$ cat src/rtl/mem_arbiter.sv
// rtl/mem_arbiter.sv - shares one backing-memory port between I-cache and D-cache miss paths, D first.
// Optional instruction starvation guard is enabled by defining ARB_STARVE_GUARD_EN.
module mem_arbiter #(
    parameter int LINE_W       = 128,
    parameter int STARVE_LIMIT = 4
) (
    input  logic              clk,
    input  logic              reset,
    input  logic              ic_req_valid,
    input  logic [31:0]       ic_req_addr,
    output logic              ic_req_ready,
    output logic              ic_resp_valid,
    output logic [LINE_W-1:0] ic_resp_data,
    input  logic              dc_req_valid,
    input  logic              dc_req_we,
    input  logic [31:0]       dc_req_addr,
    input  logic [LINE_W-1:0] dc_req_wdata,
    output logic              dc_req_ready,
    output logic              dc_resp_valid,
    output logic [LINE_W-1:0] dc_resp_data,
    output logic              mem_req_valid,
    input  logic              mem_req_ready,
    output logic              mem_req_we,
    output logic [31:0]       mem_req_addr,
    output logic [LINE_W-1:0] mem_req_wdata,
    input  logic              mem_resp_valid,
    input  logic [LINE_W-1:0] mem_resp_data,
    output logic              busy
);

    typedef enum logic [1:0] {
        IDLE = 2'd0,
        REQ  = 2'd1,
        WAIT = 2'd2
    } state_t;

    state_t state;
    logic   own_d;
    logic   force_i;
    logic   idle_ok;
    logic   grant_d;
    logic   grant_i;

`ifdef ARB_STARVE_GUARD_EN
    localparam int SW = $clog2(STARVE_LIMIT + 1);
    logic [SW-1:0] dstreak;

    assign force_i = (dstreak == SW'(STARVE_LIMIT));

    // Counts D grants that bypassed a waiting instruction request.
    always_ff @(posedge clk or negedge reset) begin
        if (!reset) begin
            dstreak <= '0;
        end else if (state == IDLE) begin
            if (grant_i) begin
                dstreak <= '0;
            end else if (grant_d && ic_req_valid) begin
                if (dstreak != SW'(STARVE_LIMIT)) begin
                    dstreak <= dstreak + SW'(1);
                end
            end else if (!ic_req_valid) begin
                dstreak <= '0;
            end
        end
    end
`else
    assign force_i = 1'b0;
`endif

    // Gating with reset keeps the readies low while reset is held.
    assign idle_ok = (state == IDLE) && reset;
    assign grant_d = idle_ok && dc_req_valid && !(ic_req_valid && force_i);
    assign grant_i = idle_ok && ic_req_valid && (!dc_req_valid || force_i);

    assign ic_req_ready = grant_i;
    assign dc_req_ready = grant_d;

    always_ff @(posedge clk or negedge reset) begin
        if (!reset) begin
            state         <= IDLE;
            own_d         <= 1'b0;
            mem_req_valid <= 1'b0;
            mem_req_we    <= 1'b0;
            mem_req_addr  <= '0;
            mem_req_wdata <= '0;
            ic_resp_valid <= 1'b0;
            ic_resp_data  <= '0;
            dc_resp_valid <= 1'b0;
            dc_resp_data  <= '0;
            busy          <= 1'b0;
        end else begin
            ic_resp_valid <= 1'b0;
            dc_resp_valid <= 1'b0;
            case (state)
                IDLE: begin
                    if (grant_d) begin
                        own_d         <= 1'b1;
                        mem_req_we    <= dc_req_we;
                        mem_req_addr  <= dc_req_addr;
                        mem_req_wdata <= dc_req_wdata;
                        mem_req_valid <= 1'b1;
                        busy          <= 1'b1;
                        state         <= REQ;
                    end else if (grant_i) begin
                        own_d         <= 1'b0;
                        mem_req_we    <= 1'b0;
                        mem_req_addr  <= ic_req_addr;
                        mem_req_wdata <= '0;
                        mem_req_valid <= 1'b1;
                        busy          <= 1'b1;
                        state         <= REQ;
                    end
                end
                REQ: begin
                    if (mem_req_ready) begin
                        mem_req_valid <= 1'b0;
                        state         <= WAIT;
                    end
                end
                WAIT: begin
                    if (mem_resp_valid) begin
                        if (own_d) begin
                            dc_resp_valid <= 1'b1;
                            dc_resp_data  <= mem_resp_data;
                        end else begin
                            ic_resp_valid <= 1'b1;
                            ic_resp_data  <= mem_resp_data;
                        end
                        busy  <= 1'b0;
                        state <= IDLE;
                    end
                end
                default: begin
                    mem_req_valid <= 1'b0;
                    busy          <= 1'b0;
                    state         <= IDLE;
                end
            endcase
        end
    end

endmodule

$ cat config.mk
export PLATFORM = sky130hd
export DESIGN_NAME = mem_arbiter
export DESIGN_NICKNAME = d
export VERILOG_FILES = /design/src/rtl/mem_arbiter.sv
export SDC_FILE = /design/constraint.sdc
export NUM_CORES = 1
export LEC_CHECK = 0
export ABC_AREA = 1
export BUFFER_PORTS_ARGS = -buffer_cell sky130_fd_sc_hd__buf_2
export CAP_MARGIN = 40
export CORE_AREA = 3 3 287 289
export DETAILED_ROUTE_END_ITERATION = 6
export DIE_AREA = 0 0 290 292
export GPL_ROUTABILITY_DRIVEN = 0
export GPL_TIMING_DRIVEN = 0
export PLACE_DENSITY = 0.45
export SYNTH_ARGS = -nofsm -noshare
export SYNTH_HDL_FRONTEND = slang
export SYNTH_SLANG_ARGS = --single-unit
$ cat constraint.sdc
create_clock -name clk -period 1.7 [get_ports clk]
set_input_delay 0.17 -clock clk [delete_from_list [all_inputs] [get_ports clk]]
set_output_delay 0.17 -clock clk [all_outputs]
set_load 0.02 [all_outputs]
==> run summary, run 1 <==
outcome: complete, but fails checks
failing checks: design-rule violations, negative setup slack
Layout area overhead: 67.77%
Nets: 3292
HP Class: primary input to register
switching power: 21.16 mW
CTS tree: done
syn avg cell area: 9.047 sq um
die area: 84680 sq um
core area: 80160 sq um
PwrDens: 1810 nW/um^2
R2R depth: 10
largest net degree at the start of global routing: 108
Max Clk Rate: 542.5 MHz
Die Span X: 290 um
Die Ht: 292 um
Seq/Total Area, Yosys: 0.6487
Final Critical Period: 1.843 ns
CTS max path bufs: 3
total CTS buffers: 49
routed wire length: 72480 um
Detail Placement HPWL: 52390 um
Filler cells: 8455
RSZ-0062 raised after global routing: true
commonest non-fill, non-tap cell in the layout: buf_2
WL/cell: 17.84 um
Cell Rows: 104
Final period util: 1.084
Multi-input gate area: 4588 sq um
sequential power share: 0.353
Setup Viol. Count Final: 32
vias in the first global route: 17346
max-cap violations: 0
post-synthesis register bit count: 424
global-route wire length before repair: 108100 um
Net Sw Frac: 0.4258
Clock transition at path regs: 0.06 ns
vias after detailed routing: 16310
Lkg Pwr: 15.23 nW
Hold Crit Depth: 4
Vias/cell: 4.015
antenna violations before repair: 1
Synth Net Count: 2135
# clock sinks: 424
share of cells above drive strength 1: 0.3215
combinational group share of total power: 0.431
number of I/O pins: 750
post-route worst setup slack: -0.1435 ns
GR Overflow Total: 0
Tot Pwr: 49.68 mW
Final Hold Viols: 0
# port buffers: 748
Worst setup SP type: register
diodes inserted: 0
Max FO, Critical Path: 4
Clock Latency Late Sink: 0.58 ns
arrival time worst endpoint: 1.67 ns
Internal Power: 28.52 mW
starting density of the core: 0.2041
Netlist cell types: 19
Worst Hold Margin: 0.1395 ns
commonest non-fill, non-tap cells in the layout: 764 x buf_2, 740 x nand2_1, 422 x dfrtp_1, 330 x dlygate4sd3_1, 209 x o21ai_0
synth warn: 0
Place WS: -1.842 ns
Slew Limit Fails: 0
endpoint class of the critical path: output pin
total track usage: 0.1644
top cells by area, synth: dfrtp_1 65%, nand2_1 17%, o21ai_0 7.3%
register area: 10610 sq um
Setup CP Type: register to output pin
Slew @ Worst Pin: 0.6209 ns
post-synthesis cell count: 1808
maximum vdd ir drop: 873.0 uV
top cell type's share of synthesized area: 0.6487
Cell Area, Synth: 16360 sq um
slew margin rel.: 0.5861
1st-iter DRT viols: 745
Setup Skew: 0.02191 ns
area leader, netlist: dfrtp_1
Post-DRT Antenna Nets: 0
# DRC: 5
clock power share: 0.217
Clock Tree Root: clkbuf_16
Core Util, Final: 0.3423
htree depth: 2
Critical Path RT: 1.53 ns
drt first pass iters: 7
[repair_timing]
action / in CTS / in global routing
gates cloned: 5 / 3
pin swaps: 2 / 4
endpoints found under the hold margin: 777 / 0
setup endpoints to repair: 409 / 402
setup buffers: 8 / 5
hold buffers: 336 / 0
resized for setup: 126 / 118
[path summary, 6_finish.rpt]
kind | startpoint | end | slack, ns
setup / recovery | state[0] | dc_req_ready | -0.14
hold / removal | dc_req_valid | mem_req_addr[31] | 0.14
setup reg to reg | state[0] | mem_req_wdata[15] | -0.03
hold reg to reg | mem_req_wdata[37] | mem_req_wdata[37] | 0.46
max in group asynchronous | reset | mem_req_wdata[2] | 0.41
min in group asynchronous | reset | ic_resp_data[70] | 0.27
[power groups by stage]
stage	clock (mW)	sequential, mW	combinational, mW
floorplan	0	23.4	5.09
global placement	0	17.5	20.0
detailed placement	0	17.5	20.1
CTS	11.1	17.5	21.3
global route	11.6	18.1	23.3
finish	10.8	17.5	21.4
[cell families after synthesis]
family                 synth area share
and+or+nand+nor                  0.1961
DFF                              0.6487
buffers and inverters           0.07496
AOI/OAI and AO/OA               0.08024
[layout make-up]
cell class,count,area share
sequential,424,0.3867
inverter,203,0.02800
buffer,102,0.03091
clock inverter,14,0.005654
multi-input combinational,1076,0.1672
timing repair buffer,1109,0.2792
clock buffer,74,0.05394
tap,1060,0.04833
[registers in the layout, summed over array words and instances (netlist names), 2 cells and up]
name	count
mem_req_addr	32
dc_resp_data	128
ic_resp_data	128
state	2
mem_req_wdata	128
[routing by layer]
metal  routed length [um]  global-route usage  vias to the layer above  share of wire
li1                     -                   -                     7901              -
met2                36600              0.2890                      592           0.50
met4                 2666             0.06049                        0          0.037
met1                27990              0.1912                     7703           0.39
met3                 5226             0.04541                      114          0.072
met5                    0                   0                        -              0
[synthesized netlist by cell type]
cell type	count
inv_1	202
nand3_2	3
o21ai_1	23
o22ai_1	1
nand4_1	32
nand2_2	1
a21oi_1	1
nor2_4	1
buf_1	4
nand3_1	33
buf_4	10
inv_2	1
clkbuf_1	65
buf_2	26
nand2_1	741
nor2_2	1
nor2_1	2
dfrtp_1	424
o21ai_0	237
[critical path, cell delays in order, from the launching register on]
cell and delay [ns]:
dfrtp_2 0.45, nor2_4 0.17, nand3_4 0.10, clkinvlp_4 0.16, buf_8 0.11, buf_6 0.10
[through the flow]
| stage | instances | instance area [sq um] | setup TNS, ns |
|---|---|---|---|
| floorplan | 1808 | 16360 | 0 |
| global placement | 3616 | 21430 | -5142.60 |
| detailed placement | 3620 | 21550 | -348.99 |
| CTS | 4057 | 27160 | -11.80 |
| global route | 4062 | 27440 | -12.14 |
| finish | 4062 | 27440 | -0.4910 |
Power figures use the tool's default switching activity.
==> inputs of run 2 (changes only) <==
==> config.mk (replaced) <==
export PLATFORM = sky130hd
export DESIGN_NAME = mem_arbiter
export DESIGN_NICKNAME = d
export VERILOG_FILES = /design/src/rtl/mem_arbiter.sv
export SDC_FILE = /design/constraint.sdc
export NUM_CORES = 1
export LEC_CHECK = 0
export BUFFER_PORTS_ARGS = -buffer_cell sky130_fd_sc_hd__buf_2
export CAP_MARGIN = 40
export CORE_AREA = 3 3 291 293
export DETAILED_ROUTE_END_ITERATION = 6
export DIE_AREA = 0 0 294 296
export GPL_ROUTABILITY_DRIVEN = 0
export GPL_TIMING_DRIVEN = 0
export PLACE_DENSITY = 0.44
export SYNTH_ARGS = -nofsm -noshare
export SYNTH_HDL_FRONTEND = slang
export SYNTH_SLANG_ARGS = --single-unit
==> run summary, run 2 <==
Setup Skew: 0.01796 ns
vias in the first global route: 14955
maximum vdd ir drop: 978.8 uV
Max FO, Critical Path: 5
post-route worst setup slack: -0.3054 ns
total CTS buffers: 49
post-synthesis cell count: 1005
Synth async-reset ratio: 1.000
CTS max path bufs: 3
Core Util, Final: 0.3483
PwrDens: 1811 nW/um^2
antenna violations before repair: 8
CTS tree: done
outcome: complete, but fails checks
endpoint class of the critical path: register
starting density of the core: 0.1940
htree depth: 2
DR top layer: met5
R2R Setup Slk: -0.31 ns
top-count cell post-synth: dfrtp_1
Slew @ Worst Pin: 0.7267 ns
max-cap violations: 0
Main synth FF type: dfrtp_1
total track usage: 0.1492
global-route wire length before repair: 97660 um
HP Class: primary input to register
DRT met1 WL: 27830 um
# DRC: 0
post-synthesis register bit count: 424
Worst setup SP type: register
Lkg Pwr: 14.24 nW
failing checks: negative setup slack
R2R depth: 11
Detail Placement HPWL: 48030 um
Clock transition at path regs: 0.06 ns
core area: 82110 sq um
worst-case hold path end point: mem_req_addr[4]
Final Critical Period: 2.005 ns
Cell Area, Synth: 15930 sq um
Critical Path RT: 2.15 ns
Final period util: 1.180
Seq/Total Area, Yosys: 0.6660
commonest non-fill, non-tap cells in the layout: 750 x buf_2, 424 x dfrtp_1, 329 x dlygate4sd3_1, 169 x mux2_2, 129 x a22o_1
RR Endpoint: ic_resp_data[22]
hold path start: dc_req_valid
RSZ-0062 raised after global routing: true
syn avg cell area: 15.85 sq um
number of I/O pins: 750
largest net degree at the start of global routing: 121
worst r2r src: state[1]
Netlist cell types: 25
Place WS: -2.103 ns
Hold Crit Depth: 4
critical-path cell list: buf_6 -> buf_4 -> nand2b_4 -> nor3b_4 -> buf_12 -> buf_12 -> buf_16 -> buf_6 -> buf_6 -> buf_12 -> mux2_4
most instantiated cells after synthesis: 424 x dfrtp_1, 256 x mux2_2, 129 x a22o_1, 38 x nand2_1, 33 x buf_2
Clock Latency Late Sink: 0.57 ns
commonest non-fill, non-tap cell in the layout: buf_2
drt first pass iters: 4
Vias/cell: 4.168
top cells by area, synth: dfrtp_1 67%, mux2_2 18%, a22o_1 7.1%
Setup Viol. Count Final: 361
vias after detailed routing: 13885
synth warn: 0
Layout area overhead: 79.55%
met2 wire length: 36420 um
WL/cell: 21.68 um
top cell type's share of synthesized area: 0.6660
Post-DRT Antenna Nets: 0
Slew Limit Fails: 0
# port buffers: 749
1st-iter DRT viols: 478
routed wire length: 72230 um
Setup CP Type: register to register
worst stage delay on the critical path: 0.36 ns
Post-synth EDFFs: 0
share of cells above drive strength 1: 0.5534
Die Span X: 294 um
Largest regs: dc_resp_data: 128 flops, ic_resp_data: 128 flops, mem_req_wdata: 128 flops
Nets: 2545
slew margin rel.: 0.5139
area leader, netlist: dfrtp_1
arrival time worst endpoint: 2.46 ns
Die Ht: 296 um
Final Hold Viols: 0
# clock sinks: 424
Slowest cell on crit path: dfrtp_1
DR WL met3: 5164 um
Clock Tree Root: clkbuf_16
die area: 87020 sq um
Cell Rows: 105
Synth Net Count: 1332
Max Clk Rate: 498.7 MHz
GR Overflow Total: 0
run 2: cell count changes after synthesis, sizes merged, moves of 2 or more:
cell,previous run,this run
buf,40,62
o21ai,260,4
a22oi,0,32
a32oi,0,32
nor2,4,2
nand4,32,0
inv,203,2
nand2,742,38
clkbuf,65,13
nand3,36,0
mux2,0,256
nor4bb,0,2
nor3b,0,2
a22o,0,129
run 2: critical path: cells and delay by family, from the launching register on:
family,cells,cell delay [ns]
and+or+nand+nor,2,0.28
buffers and inverters,8,0.96
DFF,1,0.36
muxes,1,0.30
run 2: timing repair:
action | in CTS | in global routing
hold endpoints to repair | 734 | 0
pin swaps | 3 | 3
setup endpoints to repair | 414 | 398
hold buffers | 336 | 0
setup buffers | 31 | 10
cloned | 15 | 25
resized for setup | 188 | 87
run 2: area by class of cell:
| type | count | area (sq um) |
|---|---|---|
| Antenna cell | 4 | 10.01 |
| Buffer | 71 | 1003 |
| Clock buffer | 72 | 1484 |
| Clock inverter | 18 | 181.4 |
| Fill cell | 8010 | 53510 |
| Inverter | 2 | 7.507 |
| Multi-Input combinational cell | 504 | 5186 |
| Sequential cell | 424 | 10610 |
| Tap cell | 1070 | 1339 |
| Timing Repair Buffer | 1166 | 8781 |
run 2: where the power goes:
part	internal, mW	switching (mW)	total [mW]	leakage (nW)
sequential	15.0	2.86	17.9	5.26
clock	6.49	4.32	10.8	0.829
combinational	10.1	13.0	23.2	8.15
total	31.6	20.2	51.8	14.2
run 2: per-layer routing:
layer / up-vias / GRT usage
li1: 6185 / -
met1: 6948 / 0.1660
met2: 622 / 0.2697
met3: 124 / 0.04389
met4: 6 / 0.05489
met5: - / 0
run 2: cells by family (layout without fill, tap and decap cells):
kind of cell	Yosys count	in the layout	synth area share
buf+inv	77	1329	0.03157
mux	256	256	0.1810
compound gates	198	198	0.1056
flops	424	424	0.6660
other cells	0	4	0
simple gates	50	50	0.01587
run 2: through the flow:
step | TNS [ns] | instance area, sq um | total power [mW] | hold WS (ns) | std cells
2_1_floorplan | 0 | 15930 | 29.29 | -0.1256 | 1005
3_3_place_gp | -4817.22 | 21020 | 37.81 | 0.3882 | 2824
3_5_place_dp | -431.02 | 21110 | 38.08 | 0.2486 | 2827
4_1_cts | -27.64 | 27630 | 51.38 | 0.08955 | 3296
5_1_grt | -83.12 | 28600 | 54.46 | 0.1324 | 3330
6_report | -51.07 | 28600 | 51.81 | 0.1711 | 3331
run 2: worst max-delay path by stage:
stage / to / slack, ns / cells after the start / from
2_1_floorplan: ic_resp_data[0] / 0.05 / 6 / state[0]
3_3_place_gp: mem_req_wdata[120] / -8.17 / 1 / reset
3_5_place_dp: mem_req_wdata[1] / -2.10 / 7 / reset
4_1_cts: dc_req_ready / -0.34 / 6 / state[1]
5_1_grt: ic_resp_data[24] / -0.40 / 11 / state[1]
6_report: ic_resp_data[22] / -0.31 / 11 / state[1]
==> inputs of run 3 (changes only) <==
--- a/config.mk
+++ b/config.mk
@@ -12,7 +12,6 @@
 export DIE_AREA = 0 0 294 296
 export GPL_ROUTABILITY_DRIVEN = 0
 export GPL_TIMING_DRIVEN = 0
-export PLACE_DENSITY = 0.44
 export SYNTH_ARGS = -nofsm -noshare
 export SYNTH_HDL_FRONTEND = slang
 export SYNTH_SLANG_ARGS = --single-unit
==> constraint.sdc (replaced) <==
create_clock -name clk -period 1.7 [get_ports clk]
set_input_delay 0.17 -clock clk [delete_from_list [all_inputs] [get_ports clk]]
set_output_delay 0.17 -clock clk [all_outputs]
set_load 0.1 [all_outputs]
==> run summary, run 3 (synthesis results as in run 2) <==
1st-iter DRT viols: 548
CTS max path bufs: 3
critical-path cell list: buf_6 -> nor4bb_2 -> buf_4 -> buf_12 -> buf_12 -> buf_16
CP delay by family, top: buffers and inverters
post-route worst setup slack: -0.4118 ns
Slew Limit Fails: 0
Clock transition at path regs: 0.06 ns
total CTS buffers: 47
met2 wire length: 37720 um
worst stage delay on the critical path: 0.37 ns
Nets: 2561
Final period util: 1.242
Filler cells: 7782
Clock Tree Root: clkbuf_16
drt first pass iters: 5
DR top layer: met4
global-route wire length before repair: 100900 um
Critical Path RT: 1.53 ns
max-cap violations: 0
Slowest cell on crit path: dfrtp_1
starting density of the core: 0.1940
DP Cell Count: 2827
slew margin rel.: 0.3508
HP Class: primary input to asynchronous set/reset pin
Buf+Inv Stages, Crit Path: 5
total track usage: 0.1536
Max Clk Rate: 473.5 MHz
htree depth: 2
Max FO, Critical Path: 5
Cell Rows: 105
# port buffers: 749
commonest non-fill, non-tap cell in the layout: buf_2
Final Hold Viols: 0
Detail Placement HPWL: 48070 um
routed wire length: 73440 um
DRT met1 WL: 28160 um
antenna violations before repair: 6
arrival time worst endpoint: 1.94 ns
Vias/cell: 4.232
Layout area overhead: 84.28%
Die Span X: 294 um
share of cells above drive strength 1: 0.5534
Final Non-Filler Cells: 3343
CTS tree: done
Slew @ Worst Pin: 0.9705 ns
Setup Skew: 0.01853 ns
core area: 82110 sq um
vias after detailed routing: 14148
RSZ-0062 raised after global routing: true
most used cell, CP: buf_12
failing checks: negative setup slack
number of I/O pins: 750
WL/cell: 21.97 um
Worst setup SP type: register
commonest non-fill, non-tap cells in the layout: 744 x buf_2, 423 x dfrtp_1, 334 x dlygate4sd3_1, 223 x mux2_4, 129 x a22o_1
largest net degree at the start of global routing: 117
Largest regs: dc_resp_data: 128 flops, ic_resp_data: 128 flops, mem_req_wdata: 128 flops
endpoint class of the critical path: output pin
vias in the first global route: 15047
# clock sinks: 424
GR Overflow Total: 0
Post-DRT Antenna Nets: 0
Core Util, Final: 0.3575
Setup Viol. Count Final: 404
Clock Latency Late Sink: 0.58 ns
# DRC: 0
Setup CP Type: register to output pin
outcome: complete, but fails checks
DR WL met3: 4825 um
Final Critical Period: 2.112 ns
Die Ht: 296 um
die area: 87020 sq um
## run 3: area by class of cell
cell class | instances | area (sq um) | share of cell area
clock inverter | 14 | 217.7 | 0.007416
antenna | 5 | 12.51 | 0.0004262
multi-input combinational | 504 | 5692 | 0.1939
inverter | 2 | 7.507 | 0.0002557
buffer | 60 | 745.7 | 0.02540
timing repair buffer | 1195 | 9300 | 0.3168
sequential | 424 | 10610 | 0.3615
tap | 1070 | 1339 | 0.04561
clock buffer | 69 | 1430 | 0.04872
## run 3: timing repair
| action | CTS | global route |
|---|---|---|
| setup endpoints to repair | 436 | 411 |
| pin swaps | 4 | 3 |
| gates resized for setup | 320 | 164 |
| hold buffers | 325 | 14 |
| gates cloned | 25 | 19 |
| buffers inserted | 59 | 18 |
| endpoints found under the hold margin | 528 | 257 |
## run 3: worst reg2reg max path, delay by kind of cell, from the launching register on
family	cells	cell delay, ns
flops	1	0.37
simple gates	1	0.12
mux	1	0.30
buf+inv	9	1.14
## run 3: final timing paths
kind,start,slack [ns],cells past startpoint,to
hold reg to reg,busy,0.48,2,busy
setup reg to reg,state[1],-0.33,11,dc_resp_data[54]
max in group asynchronous,reset,0.13,5,mem_req_wdata[108]
hold / removal,reset,0.22,3,ic_resp_data[42]
setup / recovery,state[1],-0.41,6,dc_req_ready
min in group clk,ic_req_valid,0.24,4,mem_req_addr[18]
## run 3: per-layer routing
| layer | vias up | GRT usage |
|---|---|---|
| met5 | - | 0 |
| met4 | 0 | 0.05879 |
| met3 | 110 | 0.03715 |
| li1 | 6224 | - |
| met1 | 7162 | 0.1729 |
| met2 | 652 | 0.2803 |
## run 3: per-stage QoR
step	TNS, ns	hold slack [ns]	cell area, sq um	setup WS (ns)
floorplan	0	-0.1256	15940	0.04736
global placement	-4984.33	0.3929	21020	-8.283
detailed placement	-427.94	0.2634	21120	-1.769
CTS	-75.69	-0.5013	28520	-0.4888
global route	-84.33	0.2105	29350	-0.5017
finish	-62.01	0.2219	29360	-0.4118
Power of run 3 is not shown: default switching activity piles up to over one toggle a cycle in this logic, so the estimate is an artifact.
